File: src/rtl/mac_sequencer.sv
// Host-side sequencer for the serial 8x8 MAC core: serialises operand pairs, pulses do_next,
// waits for finish, then deserialises the 20-bit result onto a valid/ready port.
module mac_sequencer #(
  parameter int unsigned N_PAIRS     = 9,
  parameter int unsigned HOLD        = 2,
  parameter int unsigned SETTLE      = 20,
  parameter int unsigned GAP         = 100,
  parameter int unsigned FIN_TIMEOUT = 65535
) (
  input  logic        clock,
  input  logic        reset,
  input  logic        job_start,
  input  logic        op_valid,
  output logic        op_ready,
  input  logic [7:0]  op_a,
  input  logic [7:0]  op_b,
  output logic        res_valid,
  input  logic        res_ready,
  output logic [19:0] res_data,
  output logic        busy,
  output logic        err,
  output logic        mac_start,
  output logic        mac_shiftA,
  output logic        mac_shiftB,
  output logic        mac_shift,
  output logic        mac_do_next,
  input  logic        mac_finish,
  input  logic        mac_shiftout
);

  typedef enum logic [3:0] {
    S_IDLE, S_START, S_WAIT0, S_GET_OP, S_SHIFT_IN, S_SETTLE, S_NEXT, S_GAP,
    S_WAIT_FIN, S_PRE_OUT, S_SHIFT_OUT, S_RESULT
  } state_t;

  localparam logic [31:0] HOLD_LAST   = 32'(HOLD - 1);
  localparam logic [31:0] SETTLE_LAST = 32'(SETTLE - 1);
  localparam logic [31:0] GAP_LAST    = 32'(GAP - 1);
  localparam logic [31:0] FIN_LAST    = 32'(FIN_TIMEOUT - 1);
  localparam logic [7:0]  NP          = 8'(N_PAIRS);

  state_t      state_q, state_d;
  logic [31:0] cnt_q, cnt_d;
  logic [4:0]  bit_q, bit_d;
  logic [1:0]  phase_q, phase_d;
  logic [7:0]  pair_q, pair_d;
  logic [7:0]  opa_q, opa_d, opb_q, opb_d;
  logic [19:0] res_q, res_d;
  logic        err_q, err_d;
  logic        op_ready_q, op_ready_d;
  logic        res_valid_q, res_valid_d;
  logic        busy_q, busy_d;
  logic        mac_start_q, mac_start_d;
  logic        mac_shift_a_q, mac_shift_a_d;
  logic        mac_shift_b_q, mac_shift_b_d;
  logic        mac_shift_q, mac_shift_d;
  logic        mac_do_next_q, mac_do_next_d;
  logic        hold_end;
  logic [4:0]  last_bit;

  always_comb begin
    state_d  = state_q;
    cnt_d    = cnt_q + 32'd1;
    bit_d    = bit_q;
    phase_d  = phase_q;
    pair_d   = pair_q;
    opa_d    = opa_q;
    opb_d    = opb_q;
    res_d    = res_q;
    err_d    = err_q;
    hold_end = (cnt_q == HOLD_LAST);
    last_bit = (state_q == S_SHIFT_IN) ? 5'd7 : 5'd19;

    case (state_q)
      S_IDLE: begin
        cnt_d = '0;
        if (job_start) begin
          state_d = S_START;
          pair_d  = '0;
          err_d   = 1'b0;
          res_d   = '0;
        end
      end
      S_START: begin
        state_d = S_WAIT0;
        cnt_d   = '0;
      end
      S_WAIT0: begin
        if (cnt_q == GAP_LAST) begin
          state_d = S_GET_OP;
          cnt_d   = '0;
        end
      end
      S_GET_OP: begin
        cnt_d = '0;
        if (op_valid && op_ready_q) begin
          opa_d   = op_a;
          opb_d   = op_b;
          state_d = S_SHIFT_IN;
          bit_d   = '0;
          phase_d = '0;
        end
      end
      S_SHIFT_IN, S_SHIFT_OUT: begin
        // Result bit is taken at the end of setup, before its shift pulse.
        if (state_q == S_SHIFT_OUT && phase_q == 2'd0 && hold_end)
          res_d = res_q | (20'(mac_shiftout) << bit_q);
        if (hold_end) begin
          cnt_d = '0;
          if (phase_q == 2'd2) begin
            phase_d = '0;
            if (bit_q == last_bit) begin
              bit_d   = '0;
              state_d = (state_q == S_SHIFT_IN) ? S_SETTLE : S_RESULT;
            end else begin
              bit_d = bit_q + 5'd1;
            end
          end else begin
            phase_d = phase_q + 2'd1;
          end
        end
      end
      S_SETTLE: begin
        if (cnt_q == SETTLE_LAST) begin
          state_d = S_NEXT;
          cnt_d   = '0;
        end
      end
      S_NEXT: begin
        if (cnt_q == 32'd2) begin
          state_d = S_GAP;
          cnt_d   = '0;
        end
      end
      S_GAP: begin
        if (cnt_q == GAP_LAST) begin
          cnt_d   = '0;
          pair_d  = pair_q + 8'd1;
          state_d = (pair_d == NP) ? S_WAIT_FIN : S_GET_OP;
        end
      end
      S_WAIT_FIN: begin
        if (mac_finish) begin
          state_d = S_PRE_OUT;
          cnt_d   = '0;
        end else if (cnt_q == FIN_LAST) begin
          err_d   = 1'b1;
          res_d   = '0;
          state_d = S_RESULT;
          cnt_d   = '0;
        end
      end
      S_PRE_OUT: begin
        if (cnt_q == 32'd1) begin
          state_d = S_SHIFT_OUT;
          cnt_d   = '0;
          bit_d   = '0;
          phase_d = '0;
        end
      end
      S_RESULT: begin
        cnt_d = '0;
        if (res_ready) state_d = S_IDLE;
      end
      default: state_d = S_IDLE;
    endcase

    // Outputs are decoded from the next state so the pins themselves are flops.
    busy_d        = (state_d != S_IDLE);
    op_ready_d    = (state_d == S_GET_OP);
    res_valid_d   = (state_d == S_RESULT);
    mac_start_d   = (state_d == S_START);
    mac_do_next_d = (state_d == S_NEXT);
    mac_shift_d   = (state_d == S_SHIFT_IN || state_d == S_SHIFT_OUT) && (phase_d == 2'd1);
    mac_shift_a_d = (state_d == S_SHIFT_IN) && opa_d[3'd7 - bit_d[2:0]];
    mac_shift_b_d = (state_d == S_SHIFT_IN) && opb_d[3'd7 - bit_d[2:0]];
  end

  always_ff @(posedge clock or posedge reset) begin
    if (reset) begin
      state_q       <= S_IDLE;
      cnt_q         <= '0;
      bit_q         <= '0;
      phase_q       <= '0;
      pair_q        <= '0;
      opa_q         <= '0;
      opb_q         <= '0;
      res_q         <= '0;
      err_q         <= 1'b0;
      op_ready_q    <= 1'b0;
      res_valid_q   <= 1'b0;
      busy_q        <= 1'b0;
      mac_start_q   <= 1'b0;
      mac_shift_a_q <= 1'b0;
      mac_shift_b_q <= 1'b0;
      mac_shift_q   <= 1'b0;
      mac_do_next_q <= 1'b0;
    end else begin
      state_q       <= state_d;
      cnt_q         <= cnt_d;
      bit_q         <= bit_d;
      phase_q       <= phase_d;
      pair_q        <= pair_d;
      opa_q         <= opa_d;
      opb_q         <= opb_d;
      res_q         <= res_d;
      err_q         <= err_d;
      op_ready_q    <= op_ready_d;
      res_valid_q   <= res_valid_d;
      busy_q        <= busy_d;
      mac_start_q   <= mac_start_d;
      mac_shift_a_q <= mac_shift_a_d;
      mac_shift_b_q <= mac_shift_b_d;
      mac_shift_q   <= mac_shift_d;
      mac_do_next_q <= mac_do_next_d;
    end
  end

  assign op_ready    = op_ready_q;
  assign res_valid   = res_valid_q;
  assign res_data    = res_q;
  assign busy        = busy_q;
  assign err         = err_q;
  assign mac_start   = mac_start_q;
  assign mac_shiftA  = mac_shift_a_q;
  assign mac_shiftB  = mac_shift_b_q;
  assign mac_shift   = mac_shift_q;
  assign mac_do_next = mac_do_next_q;

endmodule

File: config.mk
export PLATFORM = sky130hd
export DESIGN_NAME = mac_sequencer
export DESIGN_NICKNAME = d
export VERILOG_FILES = /design/src/rtl/mac_sequencer.sv
export SDC_FILE = /design/constraint.sdc
export NUM_CORES = 1
export LEC_CHECK = 0
export BUFFER_PORTS_ARGS = -buffer_cell sky130_fd_sc_hd__clkbuf_2
export CAP_MARGIN = 15
export CORE_UTILIZATION = 50
export CTS_BUF_LIST = sky130_fd_sc_hd__clkbuf_2 sky130_fd_sc_hd__clkbuf_4 sky130_fd_sc_hd__clkbuf_8
export DETAILED_ROUTE_END_ITERATION = 10
export GPL_TIMING_DRIVEN = 0
export PLACE_DENSITY_LB_ADDON = 0.25
export SLEW_MARGIN = 0
export SYNTH_ARGS = -nofsm -noshare
export SYNTH_HDL_FRONTEND = slang
export SYNTH_SLANG_ARGS = --single-unit
File: constraint.sdc
create_clock -name clock -period 3.2 [get_ports clock]
set_input_delay 0.8 -clock clock [delete_from_list [all_inputs] [get_ports clock]]
set_output_delay 0.8 -clock clock [all_outputs]
set_load 0.02 [all_outputs]
### After elaboration in Yosys (flattened, before gate mapping)

Cells that the tools add are included.

* $add $sub $neg: 5
* magnitude comparators: 1
* eq/ne operators: 35
* shift operators: 1
* muxes and demuxes: 55
* bitwise logic cells: 1
* reductions and logical operators: 22

Operators by type and width (number)
* $mux W32: 6
* $pmux W32 S6: 1
* $mux W20: 4
* $mux W4: 15
* $pmux W20 S3: 1
* $mux W8: 6
* $pmux W4 S11: 1
* $add A32 B1 Y32 const B: 1
* $eq A32 B1 Y1 const B: 1
* $eq A32 B16 Y1 const B: 1
* $eq A32 B2 Y1 const B: 1
* $eq A32 B5 Y1 const B: 1
* $eq A32 B7 Y1 const B: 1
* $mux W5: 6
* $eq A4 B3 Y1 const B: 6
* $eq A4 B4 Y1 const B: 6
* $or A20 B20 Y20: 1
* $shl A1 B5 Y20: 1
* $ne A2 B2 Y1 const B: 9
* $pmux W8 S2: 1
* $pmux W5 S3: 1
* $eq A4 B2 Y1 const B: 3
* $reduce_and A5 Y1: 2
* $add A8 B1 Y8 const B: 1
* 26 further kinds: 43

* register bits: 96
* input bits: 23
* output and inout port bits: 29

### Logic depth before layout (Yosys ltp)

* depth after elaboration: 11
* mapped depth: 11
* gate-level depth less buffers: 10

### Least setup slack after synthesis

OpenSTA, ideal clock, no wires.

* path type: register -> register
* start point: reg state_q[0]
* end point: reg mac_shift_b_q (netlist: mac_shiftB)
* setup time: 0.127 ns
* data arrival time: 2.657 ns
* path slack: 0.416 ns
* stages on the path, launching flop included: 10
* path through: dfrtp_1 -> or4b_1 -> buf_2 -> a311o_1 -> a2111o_1 -> o21ai_4 -> mux2_1 -> mux2_1 -> nor2_1 -> a211oi_2

* cells in the longest elaborated chain, start to end: 11
* elaborated cells on any way between the ends: 40
* classes of those cells: add/sub (1); eq/ne (13); mux (23); reduce/logical (3)

Ends and longest elaborated chain
* start, declared: line 42 `state_t state_q, state_d;`
* start signal, assigned: line 199 `state_q <= state_d;`
* $eq A4 B3 Y1: line 72, 74
* $mux W5: line 72 `last_bit = (state_q == S_SHIFT_IN) ? 5'd7 : 5'd19;`
* $eq A5 B5 Y1: line 112 `if (bit_q == last_bit) begin`
* $mux W5: line 112
* $mux W5: line 110 `if (phase_q == 2'd2) begin`
* $mux W5: line 108 `if (hold_end) begin`
* $pmux W5 S3 *: line 74 `case (state_q)`
* net bit_d[2]: line 44 `logic [4:0] bit_q, bit_d;`
* $sub A3 B3 Y3 *: line 176 `mac_shift_b_d = (state_d == S_SHIFT_IN) && opb_d[3'd7 - bit_d[2:0]];`
* $bmux W1 S3 *: line 176
* $mux W1 (implied by the code) *: line 176
* $logic_and A1 B1 Y1 *: line 176
* net mac_shift_b_d: line 55 `logic mac_shift_b_q, mac_shift_b_d;`
* end signal, assigned: line 213 `mac_shift_b_q <= mac_shift_b_d;`
* end, declared: line 55

Mark *: on every way through the listed nets, which the timed path passes. The rest lies on a longest branch. The select of a mux whose other input is x is not followed.
A chain may end at the register's enable or synchronous reset.

### Final worst setup path

* start point: reg cnt_q[27]
* end point: reg busy_q (netlist: busy)

* cells in the longest elaborated chain, start to end: 5
* elaborated cells on any way between the ends: 15
* classes of those cells: eq/ne (5); mux (9); reduce/logical (1)

Ends and longest elaborated chain
* start, declared: line 43 `logic [31:0] cnt_q, cnt_d;`
* start signal, assigned: line 200 `cnt_q <= cnt_d;`
* $eq A32 B16 Y1: line 146 `end else if (cnt_q == FIN_LAST) begin`
* $mux W4: line 146
* $mux W4: line 143 `if (mac_finish) begin`
* $pmux W4 S11 *: line 74
* net state_d[0]: line 42
* $reduce_bool A4 Y1 *: line 169 `busy_d = (state_d != S_IDLE);`
* net busy_d: line 52 `logic busy_q, busy_d;`
* end signal, assigned: line 210 `busy_q <= busy_d;`
* end, declared: line 52

Mark *: on every way through the listed nets, which the timed path passes. The rest lies on a longest branch.

==> results list <==
- The first global-routing pass estimated 18300 microns of wire.
* Number of rows in the core area: 36
- Fraction of final layout cells sized beyond drive strength 1: approximately 17%
- Sequential cells account for 40.9% of the total power.
- Core Footprint: approximately 9700 sq um
- Total Routed Length: around 11000 microns
* Mean post-synth cell area: just over 9 sq um
- The count of cells in the finished layout, fillers not included, comes to 745.
- Timing analysis after detailed placement gives a worst setup slack of 0.0527 ns.
- Antenna violations before repair: 0
- At the pin with the least slew margin, the transition time is approximately 0.75 ns.
- # Post-CTS Setup Buffers: 0
- Clock Tree Buf Depth: 2
- Leakage power summed over all cells: 2.69 nW
- Instance count after placement with tap cells included: roughly 730
- Height of the die: 102 microns
- Number of max-slew violations in the final report: 0
- Detailed placement HPWL: 7870 microns
- Most common library cell in the layout ignoring fill and taps: dfrtp_1
- Max-capacitance violation count: 0
- Pin count of the biggest net entering global routing: 44
* Xor and xnor area share after synthesis: 6.32%
- Total power for the finished layout comes to 3.76 mW.
- Most Used Layer, Global Route: met2
* Vias in the first global route: around 3700
- Number of hold violations in the final report: 0
* Worst rel slew slack: 49.8%
- Number of setup violations in the final report: 0
- Overall global routing resource usage: 22.6%
* Top flip-flop cell by instance count after synthesis: dfrtp_1
- Count of buffers inserted at the top-level ports: 51
* Total net switching power: approximately 1.4 mW
- Crit end category: flip-flop
* Top achievable clock speed: approximately 0.33 GHz
* Minimum clock period: 3.06 ns
* H-tree levels: 3
* Worst-path maximum fanout: 8
* Warnings from Yosys: 0
* Number of instances in the synthesized netlist: 543
- In the final routed layout, each cell accounts on average for 14.7 microns.
- After detailed routing, the number of remaining DRC violations is 0.
- Share of cell area taken by muxes after synthesis: roughly 3%
- GRT met3 Usage: 4.10%
* Cell chosen for the clock root: clkbuf_8
* Critical Setup Path Class: flip-flop to flip-flop
- TritonCTS created 9 clock buffers.
- The run finished with clean final reports.
* DIE AREA: 10400 sq um
* Tightest Hold Check Type: input pin to async pin
- Setup slack closes at ~0.14 ns.
- Vias per std cell: 5.55
* Final core occ: 58.7%
- Number of nets still failing antenna checks after routing: 0
* Synth Net Count: 572
- The final route contains 4135 vias.
* Leading cell types in the layout, fill and taps excluded: dfrtp_1, nand2_1, nor2_1
* CTS tree: built
- Number of nets in the layout: approximately 640
* Simple-gate portion of the synthesized area: 28.4%
* Data required, critical path: 3.44 ns
- In this run the power density over the cells is about 660 nW/um^2.
- Share of the yosys chip area belonging to registers: 48.2%
* Starting utilization of the core area: 51.3%
- The number of antenna diodes in the final layout is 0.
- Global routing used 33.9% of the available met2 tracks.
- The worst setup path is launched from a flip-flop.
- Combinational family with the most area after synthesis: simple AND/OR/NAND/NOR gates
* Post-synthesis compound-gate area fraction: 9.66%
* Peak VDD IR: 0.299 mV
- After clock tree synthesis, the clock-pin slew on the worst setup and hold paths is roughly 0.09 ns.
- After synthesis the netlist holds a flip-flop and latch count of 96.
* Floorplan die width: 102 microns
- For this design the top-level I/O count stands at 52.
* Adder-cell share of the synthesized area: 1.50%
- After the first detailed-routing iteration, the DRC count stood at 213.
- Synthesized area: 4990 sq um
- Adding up every negative setup slack in the final design gives 0 ns.
- Across the routed clock network, the largest skew measured is 0.0132 ns.
* Final worst path period share: 95.6%
- Grt total ovfl: 0
- Async set-reset flop share out of synthesis: 100%
- The first TritonRoute pass finished after 5 iterations.
- The synthesized design contains 0 enable-type register cells.
* Proportion of power drawn by combinational gates: between 30% and 40%
- Skew-Pair Late Insertion Delay: 0.38 ns
- Clock power share: 23.7%
- Fraction of power spent switching nets: 38.1%
- Cell Int Power: around 2.3 mW
- Final RePlAce weighted congestion: roughly 0.84
* Synth unique cells: 60
- CP Data Arrival Time: 3.30 ns
* Met1 Resource Use GR: 33.1%
* Num Clock Sinks: 96
- From synthesis to final layout, the design area changed by 14.4%.
sequential cells by signal, indices dropped and copies added (netlist names), 2 cells and up:
signal and flops:
res_data 20, opb_q 8, phase_q 2, state_q 4, cnt_q 32, opa_q 8
pair_q 8, bit_q 5
critical path, cell delays in order (launching register included):
cell and delay [ns]:
dfrtp_1 0.44, nor4_2 0.42, nand4_4 0.27, nor3_2 0.31
nand4_2 0.22, o31ai_1 0.40, o211ai_1 0.30, or4b_1 0.57
cell families (layout without fill, tap and decap cells):
group,after synthesis,count (layout)
AOI/OAI and AO/OA,73,73
xor gates and xnor gates,36,36
adders and majority gates,6,6
DFF,96,96
muxes,14,14
and+or+nand+nor,281,281
buffers and inverters,37,106
per-stage QoR:
step	area, sq um	hold slack (ns)
floorplan	4990	0.434
global placement	5410	0.448
detailed placement	5450	0.457
CTS	5680	0.393
global route	5710	0.403
finish	5710	0.399
metal layers:
| layer | part of all wire (%) | vias to the layer above |
|---|---|---|
| met5 | 0 | - |
| met2 | 47 | 91 |
| met3 | 4.0 | 13 |
| met1 | 48 | 2013 |
| met4 | 1.1 | 0 |
| li1 | - | 2018 |
cells in the mapped netlist, types with 4 or more instances:
master	count	area share [%]
dfrtp_1	96	48
nand2_1	83	6.2
nor2_1	83	6.2
a21oi_1	28	2.8
xor2_1	26	4.6
nand3_1	20	2.0
clkbuf_1	18	1.4
and3_1	17	2.1
nand4_1	12	1.5
inv_1	11	0.83
nor3_1	10	1.0
xnor2_1	10	1.8
nor4_1	9	1.1
mux2i_1	8	1.6
o21ai_0	8	0.80
buf_2	6	0.60
ha_1	6	1.5
o21ai_1	6	0.60
nor4_2	5	1.3
a31oi_1	4	0.50
and2_1	4	0.50
mux2_1	4	0.90
nand2b_1	4	0.50
nand3b_1	4	0.60
o31ai_1	4	0.60
layout make-up:
class,instances,area [sq um]
sequential,96,2400
tap,133,166
inverter,11,45.0
buffer,26,109
fill,912,4020
clock buffer,10,131
clock inverter,6,90.1
timing repair buffer,53,295
multi-input combinational,410,2470
repair_timing:
action | CTS | global route
endpoints found under the setup margin | 1 | 22
resized for setup | 1 | 4
hold buffers | 0 | 0
pin swaps | 0 | 0
gates cloned | 0 | 0
power groups by stage:
stage / clock network [mW] / logic, mW / registers [mW]
2_1_floorplan: 0 / 0.945 / 1.57
3_3_place_gp: 0 / 1.28 / 1.55
3_5_place_dp: 0 / 1.32 / 1.56
4_1_cts: 0.910 / 1.34 / 1.54
5_1_grt: 0.961 / 1.49 / 1.57
6_report: 0.890 / 1.33 / 1.54
path summary, 6_finish.rpt:
kind,from,to,slack (ns),cells past startpoint
max,cnt_q[27],busy,0.14,7
min,reset,pair_q[0],0.40,2
max reg2reg,cnt_q[27],busy,0.14,7
min reg2reg,opb_q[5],opb_q[5],0.47,2
max in group asynchronous,reset,res_data[13],2.26,3
min in group clock,opb_q[5],opb_q[5],0.47,2
Note: power is estimated with default switching activity, not from simulation.
